File: src/rtl/mmio_timer_if.sv
// rtl/mmio_timer_if.sv - request/acknowledge register bus between an initiator and the timer
interface mmio_timer_if;
    logic        Read;
    logic        Write;
    logic [1:0]  Address;
    logic [31:0] DataIn;
    logic [31:0] DataOut;
    logic        Ack;

    modport master (
        output Read, Write, Address, DataIn,
        input  DataOut, Ack
    );

    modport slave (
        input  Read, Write, Address, DataIn,
        output DataOut, Ack
    );
endinterface

File: src/rtl/mmio_timer.sv
// rtl/mmio_timer.sv - register-mapped down-counting timer with prescaler, auto-reload and sticky expiry interrupt
module mmio_timer #(
    parameter int COUNT_WIDTH = 32
) (
    input  logic        clock,
    input  logic        reset,
    mmio_timer_if.slave bus,
    output logic        Interrupt
);
    localparam logic [0:0] ST_IDLE = 1'b0;
    localparam logic [0:0] ST_ACK  = 1'b1;

    localparam logic [1:0] A_CTRL   = 2'd0;
    localparam logic [1:0] A_LOAD   = 2'd1;
    localparam logic [1:0] A_COUNT  = 2'd2;
    localparam logic [1:0] A_STATUS = 2'd3;

    localparam logic [COUNT_WIDTH-1:0] CNT_ONE = COUNT_WIDTH'(1);

    logic [0:0]             state_q, state_d;
    logic                   en_q, en_d;
    logic                   auto_q, auto_d;
    logic                   ie_q, ie_d;
    logic [7:0]             pre_q, pre_d;
    logic [7:0]             presc_q, presc_d;
    logic [COUNT_WIDTH-1:0] load_q, load_d;
    logic [COUNT_WIDTH-1:0] count_q, count_d;
    logic                   expired_q, expired_d;
    logic [31:0]            dout_q, dout_d;

    logic        req, access, wr, rd;
    logic        wr_ctrl, wr_load, wr_count, wr_status;
    logic        tick, expire;
    logic [31:0] load_ext, count_ext, rdata;

    always_comb begin
        req       = bus.Read | bus.Write;
        access    = (state_q == ST_IDLE) && req;
        wr        = access && bus.Write;
        rd        = access && !bus.Write;
        wr_ctrl   = wr && (bus.Address == A_CTRL);
        wr_load   = wr && (bus.Address == A_LOAD);
        wr_count  = wr && (bus.Address == A_COUNT);
        wr_status = wr && (bus.Address == A_STATUS);
        // A software COUNT write on a tick edge wins: the tick is dropped entirely.
        tick      = en_q && (presc_q == pre_q) && !wr_count;
        expire    = tick && (count_q == '0);
    end

    always_comb begin
        load_ext                     = '0;
        load_ext[COUNT_WIDTH-1:0]    = load_q;
        count_ext                    = '0;
        count_ext[COUNT_WIDTH-1:0]   = count_q;
        case (bus.Address)
            A_CTRL:  rdata = {16'h0, pre_q, 5'h0, ie_q, auto_q, en_q};
            A_LOAD:  rdata = load_ext;
            A_COUNT: rdata = count_ext;
            default: rdata = {31'h0, expired_q};
        endcase
    end

    always_comb begin
        state_d = state_q;
        case (state_q)
            ST_IDLE: if (req)  state_d = ST_ACK;
            default: if (!req) state_d = ST_IDLE;
        endcase

        en_d   = en_q;
        auto_d = auto_q;
        ie_d   = ie_q;
        pre_d  = pre_q;
        if (wr_ctrl) begin
            en_d   = bus.DataIn[0];
            auto_d = bus.DataIn[1];
            ie_d   = bus.DataIn[2];
            pre_d  = bus.DataIn[15:8];
        end else if (expire && !auto_q) begin
            en_d = 1'b0;
        end

        load_d = wr_load ? bus.DataIn[COUNT_WIDTH-1:0] : load_q;

        count_d = count_q;
        if (wr_count) begin
            count_d = bus.DataIn[COUNT_WIDTH-1:0];
        end else if (tick) begin
            if (count_q != '0) count_d = count_q - CNT_ONE;
            else if (auto_q)   count_d = load_q;
        end

        // Set beats clear so an expiry is never lost to a racing acknowledge.
        expired_d = expired_q;
        if (wr_status && bus.DataIn[0]) expired_d = 1'b0;
        if (expire)                     expired_d = 1'b1;

        if (!en_q || wr_ctrl || wr_count || tick) presc_d = '0;
        else                                      presc_d = presc_q + 8'd1;

        dout_d = rd ? rdata : dout_q;
    end

    always_ff @(posedge clock) begin
        if (reset) begin
            state_q   <= ST_IDLE;
            en_q      <= 1'b0;
            auto_q    <= 1'b0;
            ie_q      <= 1'b0;
            pre_q     <= '0;
            presc_q   <= '0;
            load_q    <= '0;
            count_q   <= '0;
            expired_q <= 1'b0;
            dout_q    <= '0;
        end else begin
            state_q   <= state_d;
            en_q      <= en_d;
            auto_q    <= auto_d;
            ie_q      <= ie_d;
            pre_q     <= pre_d;
            presc_q   <= presc_d;
            load_q    <= load_d;
            count_q   <= count_d;
            expired_q <= expired_d;
            dout_q    <= dout_d;
        end
    end

    assign bus.Ack     = (state_q == ST_ACK);
    assign bus.DataOut = dout_q;
    assign Interrupt   = expired_q & ie_q;
endmodule

File: src/flat_wrapper.sv
// flat-port wrapper written by rule: the top's interface ports become plain ports
module mmio_timer_flat 
#(
    parameter int COUNT_WIDTH = 32
)
  (clock, reset, Interrupt, bus_Read, bus_Write, bus_Address, bus_DataIn, bus_DataOut, bus_Ack);
  mmio_timer_if bus_i ();
  input  logic clock;
  input  logic reset;
  output logic Interrupt;
  input wire logic [$bits(bus_i.Read)-1:0] bus_Read;
  input wire logic [$bits(bus_i.Write)-1:0] bus_Write;
  input wire logic [$bits(bus_i.Address)-1:0] bus_Address;
  input wire logic [$bits(bus_i.DataIn)-1:0] bus_DataIn;
  output wire logic [$bits(bus_i.DataOut)-1:0] bus_DataOut;
  output wire logic [$bits(bus_i.Ack)-1:0] bus_Ack;
  assign bus_i.Read = bus_Read;
  assign bus_i.Write = bus_Write;
  assign bus_i.Address = bus_Address;
  assign bus_i.DataIn = bus_DataIn;
  assign bus_DataOut = bus_i.DataOut;
  assign bus_Ack = bus_i.Ack;
  mmio_timer #(.COUNT_WIDTH(COUNT_WIDTH)) u_core (.clock(clock), .reset(reset), .bus(bus_i), .Interrupt(Interrupt));
endmodule
File: config.mk
export PLATFORM = sky130hd
export DESIGN_NAME = mmio_timer_flat
export DESIGN_NICKNAME = d
export VERILOG_FILES = /design/src/rtl/mmio_timer_if.sv /design/src/rtl/mmio_timer.sv /design/src/flat_wrapper.sv
export SDC_FILE = /design/constraint.sdc
export NUM_CORES = 1
export LEC_CHECK = 0
export ABC_AREA = 1
export BUFFER_PORTS_ARGS = -buffer_cell sky130_fd_sc_hd__buf_2
export CAP_MARGIN = 20
export CORE_MARGIN = 1.5
export CORE_UTILIZATION = 35
export DETAILED_ROUTE_END_ITERATION = 12
export GPL_ROUTABILITY_DRIVEN = 1
export PLACE_DENSITY = 0.63
export REMOVE_ABC_BUFFERS = 1
export SYNTH_ARGS = -nofsm -noshare
export SYNTH_HDL_FRONTEND = slang
export SYNTH_SLANG_ARGS = --single-unit
export TNS_END_PERCENT = 10
File: constraint.sdc
create_clock -name clock -period 2.9 [get_ports clock]
set_input_delay 0 -clock clock [delete_from_list [all_inputs] [get_ports clock]]
set_output_delay 0 -clock clock [all_outputs]
set_load 0.05 [all_outputs]
Word-level counts from Yosys, hierarchy flattened
Cells that the tools add are included.
{"block": "totals", "ff_bits": 117, "inputBits": 38}
{"block": "op_classes", "n_bitwise": 3, "n_mux": 10, "reduce_logical": 28, "n_addsub": 2, "eq_ne": 4}
{"operator": "$mux 32", "n": 4}
{"operator": "$pmux 32 s3", "n": 1}
{"operator": "$logic_not 32->1", "n": 1}
{"operator": "$reduce_bool 32->1", "n": 1}
{"operator": "$sub 32x1->32 const B", "n": 1}
{"operator": "$logic_and 1x1->1", "n": 12}
{"operator": "$add 8x1->8 const B", "n": 1}
{"operator": "$eq 8x8->1", "n": 1}
{"operator": "$reduce_bool 2->1", "n": 3}
{"operator": "$mux 1", "n": 5}
{"operator": "$eq 2x2->1 const B", "n": 2}
{"operator": "$logic_not 1->1", "n": 4}
{"operator": "$logic_or 1x1->1", "n": 3}
{"operator": "$reduce_bool 3->1", "n": 1}
{"operator": "$eq 2x1->1 const B", "n": 1}
{"operator": "$logic_not 2->1", "n": 1}
{"operator": "$reduce_and 2->1", "n": 1}
{"operator": "$reduce_or 2->1", "n": 1}
{"operator": "$and 1x1->1", "n": 1}
{"operator": "$not 1->1", "n": 1}
{"operator": "$or 1x1->1", "n": 1}

Logic depth before layout (Yosys ltp)
Gate-level depths: netlist of the first run.
{"block": "logic_depth", "depth_word": 10, "mapped_depth": 14, "depth_no_buf": 13}

Least setup slack after synthesis of the first run
No wires, ideal clock.
{"block": "synth_path", "path_type": "reg-to-reg", "startpoint": "register u_core.state_q (netlist: u_core.bus.Ack)", "endpoint": "register u_core.count_q[17] (netlist: u_core.count_ext[17])", "setup_ps": 128, "path_buffers": 1, "t_arrival_ps": 1617, "slack_ps": 1155, "path_stages_with_launch": 11, "path_cell_list": "dfxtp_1 > nand3b_1 > nor2_4 > inv_2 > o21ai_2 > nand2_2 > buf_6 > nand2_1 > nand2_1 > nor2_1 > nor2_1"}
{"block": "synth_between", "elab_chain_len": 8}
{"item": "start, declared", "line_no": "mmio_timer.sv:20", "rtl": "logic [0:0] state_q, state_d;"}
{"item": "start signal, assigned", "line_no": "mmio_timer.sv:117", "rtl": "state_q <= state_d;"}
{"item": "$not 1->1 *", "line_no": "mmio_timer.sv:38", "rtl": "access = (state_q == ST_IDLE) && req;"}
{"item": "$logic_and 1x1->1 *", "line_no": "mmio_timer.sv:38"}
{"item": "$logic_and 1x1->1 *", "line_no": "mmio_timer.sv:39", "rtl": "wr = access && bus.Write;"}
{"item": "$logic_and 1x1->1 *", "line_no": "mmio_timer.sv:43", "rtl": "wr_count = wr && (bus.Address == A_COUNT);"}
{"item": "$logic_not 1->1", "line_no": "mmio_timer.sv:46", "rtl": "tick = en_q && (presc_q == pre_q) && !wr_count;"}
{"item": "$logic_and 1x1->1", "line_no": "mmio_timer.sv:46"}
{"item": "$reduce_bool 2->1 (no line)"}
{"item": "$reduce_and 2->1 (no line)"}
{"item": "end signal, assigned", "line_no": "mmio_timer.sv:124", "rtl": "count_q <= count_d;"}
{"item": "end, declared", "line_no": "mmio_timer.sv:27", "rtl": "logic [COUNT_WIDTH-1:0] count_q, count_d;"}
Every way passes the cells marked *; elsewhere a longest branch is shown, timed or not.
A chain may end at the register's enable or synchronous reset.

Worst setup path in the final report of the first run
{"block": "layout_path", "startpoint": "register u_core.count_q[0] (netlist: u_core.count_ext[0])", "endpoint": "register u_core.count_q[24] (netlist: u_core.count_ext[24])"}
{"block": "layout_between", "elab_chain_len": 4}
{"item": "$sub 32x1->32 / $reduce_bool 32->1 (equally long branches)", "line_no": "mmio_timer.sv:89", "rtl": "if (count_q != '0) count_d = count_q - CNT_ONE;"}
{"item": "$mux 32", "line_no": "mmio_timer.sv:89"}
{"item": "$mux 32", "line_no": "mmio_timer.sv:88", "rtl": "end else if (tick) begin"}
{"item": "$mux 32", "line_no": "mmio_timer.sv:86", "rtl": "if (wr_count) begin"}
Parallel ways exist; a longest one is shown, timed or not. The select of a mux whose other input is x is not followed.

==> impl_metrics.toml, run 1 <==
[status]
status = "finished clean"

[setup_path]
r2r_start = "u_core.count_ext[0]$_SDFFE_PP0P_"
cp-start-kind = "flop"
r2r_slack_ns = 0.56
crit_chain = "inv_1 > ha_1 > nand2_2 > nor3_4 > nand4_1 > nand2_1 > o21ai_0 > a21oi_1"
critPathMaxStageDelay_ns = 0.45
critical_path_class = "flop to flop"
critical_path.top_delay_family = "simple AND/OR/NAND/NOR gates"
arrival_ns = 2.71
crit_required_ns = 3.26
cp_max_fo = 9
cp_slowest_cell = "nand4_1"
reg2reg_depth = 8
path_buf_inv = 1
endpoint_kind = "flop"
r2r_end = "u_core.count_ext[24]$_SDFFE_PP0P_"

[clocking]
cts_tree = "yes"
cts_max_path_buffers = 2
clockRootBuffer = "clkbuf_16"
clk_pin_slew_ns = 0.06
cts_setup_buffers = 0
cts_buffers = 17
cts_max_level = 4
clk_latency_ns = 0.43
clock-sinks = 117

[global_route]
track_usage = 0.2167
grt_pass1_wl_um = 33730
grt_pass1_vias = 6711
antenna_found_initial = 0
grt_max_degree = 62
overflow = 0

[drt]
vias = 7020
via_per_inst = 4.961
ant_nets = 0
dr.first_iter.drc_count = 498
drc = 0
routed_wl_um = 20630
drt_first_pass_iters = 5
wl_per_cell_um = 14.58

[power]
swShare = 0.3694
p_seq_frac = 0.305
clkPwrFrac = 0.359
p_leak_nw = 3.745
power_density_nw_per_um2 = 709.9
power.internal_mw = 3.622
ir_drop_uv = 504.2
switchingPower_mw = 2.122
power_frac_comb = 0.336

[yosys]
synth_top_cell_by_area = "dfxtp_1"
async_flop_share = 0
synth_area_um2 = 6625
postSynthCellCount = 1077
seq_area_frac_synth = 0.3535
synth.distinct_cells = 36
synth_warnings = 0
synth_top_area_frac = 0.3535
synth_seq_cells = 117
synth_edf_count = 0
synth.avg_cell_area_um2 = 6.151
synth_ff_type = "dfxtp_1"
synth_common_cells = "nand2_1 (266), nor2_1 (218), dfxtp_1 (117)"
synth_most_common_cell = "nand2_1"
ys_top_cells_by_area = "dfxtp_1 (35%), nand2_1 (15%), nor2_1 (12%)"

[final_layout]
final_nets = 1209
finalNonFillerCells = 1415
diodes = 0
drive_gt1_frac = 0.1236
synthToLayoutAreaGrowth_pct = 22.13
post-route-cell-area_um2 = 8092

[placed_design]
place_hpwl_um = 14630
gp_congestion = 0.9262
placed_cell_area_um2 = 7182
dp_cells = 1349
port_buffers = 71

[die]
initial_core_util = 0.3554
die_y_um = 140.6
die_w_um = 140.6
ioPinCount = 72
dieArea_um2 = 19760
fp.coreArea_um2 = 18640
fp-row-count = 50

[hold_path]
worstHoldPathCells = 4
hp-start = "reset"
holdPathEnd = "u_core.count_ext[24]$_SDFFE_PP0P_"
min_path_type = "input pin to flop"

[sta]
slew_headroom = 0.3994
tightest_slew_ns = 0.8996
hold_viol = 0
fin_crit_ns = 2.343
rsz0062_at_grt = "no"
fmax_ghz = 0.4269
tns_ns = 0
final_max_slew_viol_count = 0
min_period_over_period = 0.8078
fin_skew_ns = 0.006775
finalSetupViolations = 0

[job]
max_cap_violations = 0
-- state kept, by name, summed over array words and instances, names as in the netlist --
register / flops
u_core.pre_q: 8
u_core.bus.Ack: 1
u_core.count_ext: 32
u_core.load_ext: 32
u_core.expired_q: 1
u_core.en_q: 1
u_core.auto_q: 1
u_core.presc_q: 8
u_core.ie_q: 1
u_core.bus.DataOut: 32
-- cells in the final DEF (no fill, tap or decap), types with 4 or more instances in the layout --
| cell type | count |
|---|---|
| a21oi_1 | 62 |
| buf_2 | 71 |
| buf_4 | 16 |
| clkbuf_16 | 17 |
| clkinv_2 | 6 |
| dfxtp_1 | 117 |
| dlygate4sd3_1 | 34 |
| inv_1 | 102 |
| inv_2 | 7 |
| nand2_1 | 266 |
| nand2_2 | 4 |
| nand3_1 | 55 |
| nand4_1 | 19 |
| nor2_1 | 218 |
| nor2_2 | 7 |
| nor2_4 | 4 |
| nor3_1 | 12 |
| o21ai_0 | 95 |
| o22ai_1 | 23 |
| xnor2_1 | 4 |
| xor2_1 | 8 |
-- metrics by stage --
stage                     power (mW)  setup WS [ns]    util  hold WS [ns]
after detailed placement       3.666         0.6018  0.3852        0.2948
after CTS                      5.770         0.5588  0.4340       0.04326
after global placement         3.657         0.5650  0.3852        0.2868
after floorplan                3.099         0.5636       -       0.06907
final                          5.744         0.5575  0.4340       0.05469
after global routing           6.118         0.3514  0.4340       0.08158
-- per-layer routing --
metal | vias to the layer above | wire length (µm) | track usage
li1 | 3637 | - | -
met1 | 3169 | 9688 | 0.2745
met2 | 174 | 9613 | 0.3603
met3 | 40 | 783 | 0.04450
met4 | 0 | 543 | 0.08936
met5 | - | 0 | 0
-- worst min-delay path: cells and delay by family --
kind	cells	cell delay (ns)
buffers and inverters	2	0.27
AND/OR/NAND/NOR	1	0.12
AO/OA/AOI/OAI	1	0.03
-- worst max path at each step --
stage	from	endpoint	slack (ns)	cells after the start
detailed placement	u_core.presc_q[4]$_SDFF_PP0_	u_core.count_ext[24]$_SDFFE_PP0P_	0.60	6
floorplan	u_core.bus.Ack$_SDFF_PP0_	u_core.count_ext[0]$_SDFFE_PP0P_	0.56	9
finish	u_core.count_ext[0]$_SDFFE_PP0P_	u_core.count_ext[24]$_SDFFE_PP0P_	0.56	8
CTS	u_core.presc_q[2]$_SDFF_PP0_	u_core.count_ext[24]$_SDFFE_PP0P_	0.56	9
global placement	u_core.count_ext[0]$_SDFFE_PP0P_	u_core.count_ext[24]$_SDFFE_PP0P_	0.56	8
global route	u_core.presc_q[2]$_SDFF_PP0_	u_core.count_ext[5]$_SDFFE_PP0P_	0.35	9
-- kinds of logic after synthesis --
family                   after synthesis  synth area share
XOR/XNOR                              12           0.01586
buffers and inverters                159           0.09669
flip-flops                           117            0.3535
AO/OA/AOI/OAI                        190            0.1511
AND/OR/NAND/NOR                      596            0.3771
adder cells (fa/ha/maj)                3          0.005666
-- area by class of cell --
cell class                 instances  area [µm²]
clock inverter                    10       105.1
tap                              234       292.8
fill                            1994       10550
timing repair buffer             122       835.8
multi-input combinational        801        3642
inverter                         109       409.1
sequential                       117        2342
clock buffer                      22       464.2
-- power by group through the flow --
stage	Combinational, mW	Clock (mW)	Sequential (mW)
finish	1.93	2.06	1.75
global route	2.17	2.19	1.76
CTS	1.93	2.09	1.75
detailed placement	1.88	0	1.78
global placement	1.87	0	1.78
floorplan	1.25	0	1.85
-- repair_timing --
item                      4_1_cts  5_1_grt
resized for setup               0        0
hold endpoints to repair       77        0
hold buffers                   34        0
No activity file was read; power rests on OpenSTA's default activity.
==> run 2, diff against run 1 <==
==> constraint.sdc (replaced) <==
create_clock -name clock -period 2.2 [get_ports clock]
set_input_delay 0 -clock clock [delete_from_list [all_inputs] [get_ports clock]]
set_output_delay 0 -clock clock [all_outputs]
set_load 0.05 [all_outputs]
==> run 2 against run 1 <==
- sequential share of layout area down 0.63 points
- worst hold slack got worse by 0.026 ns
- routed wire length about the same
- largest cell class unchanged
==> impl_metrics.toml, run 2 (synthesis gave the netlist of run 1 again) <==
[sta]
fin_skew_ns = 0.007988
fmax_ghz = 0.5062
rsz0062_at_grt = "no"
tightest_slew_ns = 0.9289
tns_ns = 0
min_period_over_period = 0.8979
slew_headroom = 0.3807
final_max_slew_viol_count = 0
fin_crit_ns = 1.975
hold_viol = 0
finalSetupViolations = 0
fin_ws_ns = 0.2247

[global_route]
grt_pass1_wl_um = 33880
grt_max_degree = 62
track_usage = 0.2157
grt_pass1_vias = 6713
antenna_found_initial = 0
overflow = 0

[die]
fp.coreArea_um2 = 18640
fp-row-count = 50
die_y_um = 140.6
ioPinCount = 72
initial_core_util = 0.3554
dieArea_um2 = 19760
die_w_um = 140.6

[final_layout]
fillers = 2007
drive_gt1_frac = 0.1386
synthToLayoutAreaGrowth_pct = 24.87
diodes = 0
final_nets = 1229
post-route-cell-area_um2 = 8273
final_core_utilization = 0.4438
seqCellArea_um2 = 2342
multi_input_area_um2 = 3654
final_cell_mix = "nand2_1 (265), nor2_1 (218), dfxtp_1 (117)"
final_common_cell = "nand2_1"

[clocking]
clk_latency_ns = 0.43
clk_pin_slew_ns = 0.06
clock-sinks = 117
cts_buffers = 17
cts_max_level = 4
clockRootBuffer = "clkbuf_16"
cts_tree = "yes"
cts_max_path_buffers = 2

[setup_path]
cp_max_fo = 6
crit_chain = "inv_1 > ha_2 > nand2_1 > nor2_1 > nand2_1 > nand2_1 > nand2_1 > nand2_1 > nand2_1 > nand2_1 > nor2_1 > nor2_1 > nor2_1"
arrival_ns = 2.27
critical_path.top_delay_family = "simple AND/OR/NAND/NOR gates"
r2r_start = "u_core.count_ext[0]$_SDFFE_PP0P_"
crit_required_ns = 2.50
reg2reg_depth = 13
r2r_end = "u_core.count_ext[16]$_SDFFE_PP0P_"
cpMostUsedCell = "nand2_1"
worst-path-stages = 13
cp-startpoint = "u_core.count_ext[0]$_SDFFE_PP0P_"
endpoint_kind = "flop"
cp-start-kind = "flop"
cp_slowest_cell = "nor2_1"
path_buf_inv = 1
critPathMaxStageDelay_ns = 0.39
r2r_slack_ns = 0.22
critical_path_class = "flop to flop"
cp-endpoint = "u_core.count_ext[16]$_SDFFE_PP0P_"

[power]
p_leak_nw = 3.833
ir_drop_uv = 579.2
total_power_mw = 7.763
power_density_nw_per_um2 = 938.4

[placed_design]
port_buffers = 71
gp_congestion = 0.9392
place_hpwl_um = 14850
placed_cell_area_um2 = 7325
post-place-ws_ns = -0.05832

[drt]
routed_wl_um = 20630
dr.first_iter.drc_count = 538
ant_nets = 0
dr_wl_met3_um = 783
top_layer = "met4"
wl_per_cell_um = 14.40
drc = 0
drt_first_pass_iters = 5
via_per_inst = 4.944
vias = 7080
wl_met1_um = 9772
wl_met2_um = 9588

[hold_path]
min_path_type = "input pin to flop"

[status]
status = "finished clean"

[job]
max_cap_violations = 0
[run 2: cell types whose count changed in the layout (fill, tap and decap cells not counted), sizes merged]
cell	change
buf	+19
clkinv	-4
clkbuf	-2
clkinvlp	+2
bufinv	+1
dlygate4sd3	+1
[run 2: how the worst min path moves through the flow]
stage,startpoint,end,slack (ns),cells past startpoint
6_report,reset,u_core.bus.DataOut[17]$_SDFFE_PP0P_,0.03,4
5_1_grt,reset,u_core.bus.DataOut[4]$_SDFFE_PP0P_,0.04,4
4_1_cts,reset,u_core.bus.DataOut[18]$_SDFFE_PP0P_,0.01,4
3_5_place_dp,bus_DataIn[10],u_core.load_ext[10]$_SDFFE_PP0P_,0.28,3
3_3_place_gp,bus_DataIn[10],u_core.load_ext[10]$_SDFFE_PP0P_,0.28,3
2_1_floorplan,reset,u_core.bus.Ack$_SDFF_PP0_,0.07,1
[run 2: repair_timing]
action	CTS	global route
resized for setup	1	2
buffers inserted	0	0
setup endpoints to repair	6	8
endpoints found under the hold margin	76	0
gates cloned	0	0
hold buffers	35	0
[run 2: worst min-delay path, cell delays in order]
cell     delay [ns]
buf_2          0.10
inv_2          0.14
o21ai_0        0.12
nor2_1         0.04
[run 2: stage by stage]
step | hold WS, ns | instances
floorplan | 0.06907 | 1027
detailed placement | 0.2824 | 1368
global route | 0.04059 | 1432
CTS | 0.01193 | 1432
global placement | 0.2766 | 1368
finish | 0.02843 | 1432
[run 2: power by group]
part	internal, mW	switching (mW)
sequential	2.22	0.0763
combinational	0.927	1.73
clock	1.81	0.998
[run 2: metal layers]
metal,up-vias,GRT usage
li1,3675,-
met1,3221,0.2775
met2,147,0.3575
met3,37,0.03804
met4,0,0.09046
met5,-,0
[run 2: cell type report]
| class | count | share of cell area |
|---|---|---|
| Multi-Input combinational cell | 801 | 0.4416 |
| Sequential cell | 117 | 0.2831 |
| Timing Repair Buffer | 142 | 0.1195 |
| Clock buffer | 20 | 0.05520 |
| Inverter | 109 | 0.04946 |
| Tap cell | 234 | 0.03539 |
| Clock inverter | 9 | 0.01573 |
==> run 3, diff against run 2 <==
--- a/config.mk
+++ b/config.mk
@@ -9,10 +9,10 @@
 export BUFFER_PORTS_ARGS = -buffer_cell sky130_fd_sc_hd__buf_2
 export CAP_MARGIN = 20
 export CORE_MARGIN = 1.5
-export CORE_UTILIZATION = 35
+export CORE_UTILIZATION = 38
 export DETAILED_ROUTE_END_ITERATION = 12
 export GPL_ROUTABILITY_DRIVEN = 1
-export PLACE_DENSITY = 0.63
+export PLACE_DENSITY = 0.67
 export REMOVE_ABC_BUFFERS = 1
 export SYNTH_ARGS = -nofsm -noshare
 export SYNTH_HDL_FRONTEND = slang
==> run 3 against run 2 <==
- total power grew 2.9%
- setup slack worse by 0.049 ns
- critical path type unchanged
- global-route usage rose by 2.2 points
- clock-buffer cell count fell by 1
- highest routed layer unchanged
- die area down 7.7%
- clock skew shrank 0.00079 ns
- worst hold slack lost 0.0050 ns
- via count increased by 0.89%
==> impl_metrics.toml, run 3 (synthesis gave the netlist of run 1 again) <==
[power]
clkPwrFrac = 0.383
power_frac_comb = 0.329
power.internal_mw = 5.158
p_seq_frac = 0.288
swShare = 0.3545
switchingPower_mw = 2.832
p_leak_nw = 3.855
power_density_nw_per_um2 = 958.9
ir_drop_uv = 823.3

[global_route]
track_usage = 0.2375
overflow = 0
antenna_found_initial = 0
grt_max_degree = 62
grt_pass1_wl_um = 34270
grt_pass1_vias = 6877

[placed_design]
port_buffers = 71
dp_cells = 1359
gp_congestion = 0.9443
place_hpwl_um = 14790

[final_layout]
fillers = 1870
final_core_utilization = 0.4851
final_cell_mix = "nand2_1 (265), nor2_1 (218), dfxtp_1 (117)"
diodes = 0
final_nets = 1230
drive_gt1_frac = 0.1406
finalNonFillerCells = 1427
synthToLayoutAreaGrowth_pct = 25.78
seqCellArea_um2 = 2342
final_common_cell = "nand2_1"
multi_input_area_um2 = 3654

[clocking]
cts_setup_buffers = 0
cts_tree = "yes"
cts_max_path_buffers = 2
cts_buffers = 17
clk_latency_ns = 0.43
clk_pin_slew_ns = 0.06
clock-sinks = 117
clockRootBuffer = "clkbuf_16"
cts_max_level = 4

[die]
fp-row-count = 48
fp.coreArea_um2 = 17180
dieArea_um2 = 18240
die_y_um = 135.0
die_w_um = 135.0
initial_core_util = 0.3857
ioPinCount = 72

[setup_path]
r2r_end = "u_core.count_ext[29]$_SDFFE_PP0P_"
critical_path_class = "flop to flop"
cp-start-kind = "flop"
reg2reg_depth = 10
r2r_start = "u_core.count_ext[0]$_SDFFE_PP0P_"
crit_required_ns = 2.50
arrival_ns = 2.32
cp_max_fo = 7
endpoint_kind = "flop"
r2r_slack_ns = 0.18

[sta]
fmax_ghz = 0.4940
finalSetupViolations = 0
hold_viol = 0
fin_crit_ns = 2.024
slew_headroom = 0.3849
fin_skew_ns = 0.007201
rsz0062_at_grt = "no"
final_max_slew_viol_count = 0
tightest_slew_ns = 0.9227
min_period_over_period = 0.9200

[hold_path]
hp-start = "reset"
worstHoldPathCells = 4
holdPathEnd = "u_core.count_ext[24]$_SDFFE_PP0P_"
min_path_type = "input pin to flop"

[drt]
via_per_inst = 5.006
drc = 0
drt_first_pass_iters = 5
routed_wl_um = 20710
wl_per_cell_um = 14.51
vias = 7143
dr.first_iter.drc_count = 462
ant_nets = 0

[status]
status = "finished clean"

[job]
max_cap_violations = 0
run 3: cell count changes in the layout (fill, tap and decap cells not counted), sizes merged:
cell,previous run,this run
bufinv,3,5
clkbuf,20,19
clkinvlp,4,6
dlygate4sd3,35,36
run 3: worst max-delay path by stage:
stage / slack (ns) / from / end / cells after the start
finish: 0.18 / u_core.count_ext[0]$_SDFFE_PP0P_ / u_core.count_ext[29]$_SDFFE_PP0P_ / 10
detailed placement: -0.05 / u_core.presc_q[0]$_SDFF_PP0_ / u_core.count_ext[3]$_SDFFE_PP0P_ / 9
CTS: 0.16 / u_core.count_ext[0]$_SDFFE_PP0P_ / u_core.count_ext[30]$_SDFFE_PP0P_ / 13
global route: 0.02 / u_core.count_ext[1]$_SDFFE_PP0P_ / u_core.count_ext[29]$_SDFFE_PP0P_ / 10
floorplan: -0.14 / u_core.bus.Ack$_SDFF_PP0_ / u_core.count_ext[0]$_SDFFE_PP0P_ / 9
global placement: 0.02 / u_core.presc_q[3]$_SDFF_PP0_ / u_core.count_ext[24]$_SDFFE_PP0P_ / 8
run 3: final cells by class:
class / instances / area share
clock buffers: 19 / 0.05315
clock inverters: 13 / 0.02462
inverters: 109 / 0.04910
multi-input cells: 801 / 0.4384
flip-flops and latches: 117 / 0.2811
well taps: 225 / 0.03378
repair buffers: 143 / 0.1198
run 3: metrics by stage:
stage | hold slack (ns) | area, µm² | power (mW) | TNS [ns] | setup WS (ns)
3_5_place_dp | 0.2692 | 7313 | 4.890 | -0.2799 | -0.04859
5_1_grt | 0.05833 | 8333 | 8.480 | 0 | 0.01873
3_3_place_gp | 0.2684 | 7313 | 4.865 | 0 | 0.02034
6_report | 0.02342 | 8333 | 7.990 | 0 | 0.1759
2_1_floorplan | 0.06907 | 6394 | 4.086 | -4.040 | -0.1364
4_1_cts | 0.01499 | 8328 | 8.018 | 0 | 0.1570
run 3: power by group through the flow:
stage / combinational [mW] / clock, mW / sequential (mW)
finish: 2.63 / 3.06 / 2.30
floorplan: 1.65 / 0 / 2.44
detailed placement: 2.55 / 0 / 2.34
global placement: 2.52 / 0 / 2.34
global route: 2.96 / 3.21 / 2.31
CTS: 2.62 / 3.10 / 2.30
run 3: what timing repair did:
item                                   CTS  global route
setup endpoints to repair                6             7
gates resized for setup                  1             2
hold buffers                            36             0
endpoints found under the hold margin   77             0
run 3: per-layer routing:
metal	wire length [µm]	part of all wire	track usage
met5	0	0	0
met4	495	0.024	0.08961
met3	874	0.042	0.03904
met2	9688	0.47	0.4103
met1	9650	0.47	0.2968
run 3: critical path, cell delays in order, from the launching register on:
cell and delay (ns):
dfxtp_1 0.32, inv_1 0.12, ha_1 0.21, nand2_2 0.09, nor3_4 0.20, nand4_1 0.35
buf_4 0.31, nand3_1 0.08, nor2_1 0.04, nor2_1 0.11, nor2_1 0.05
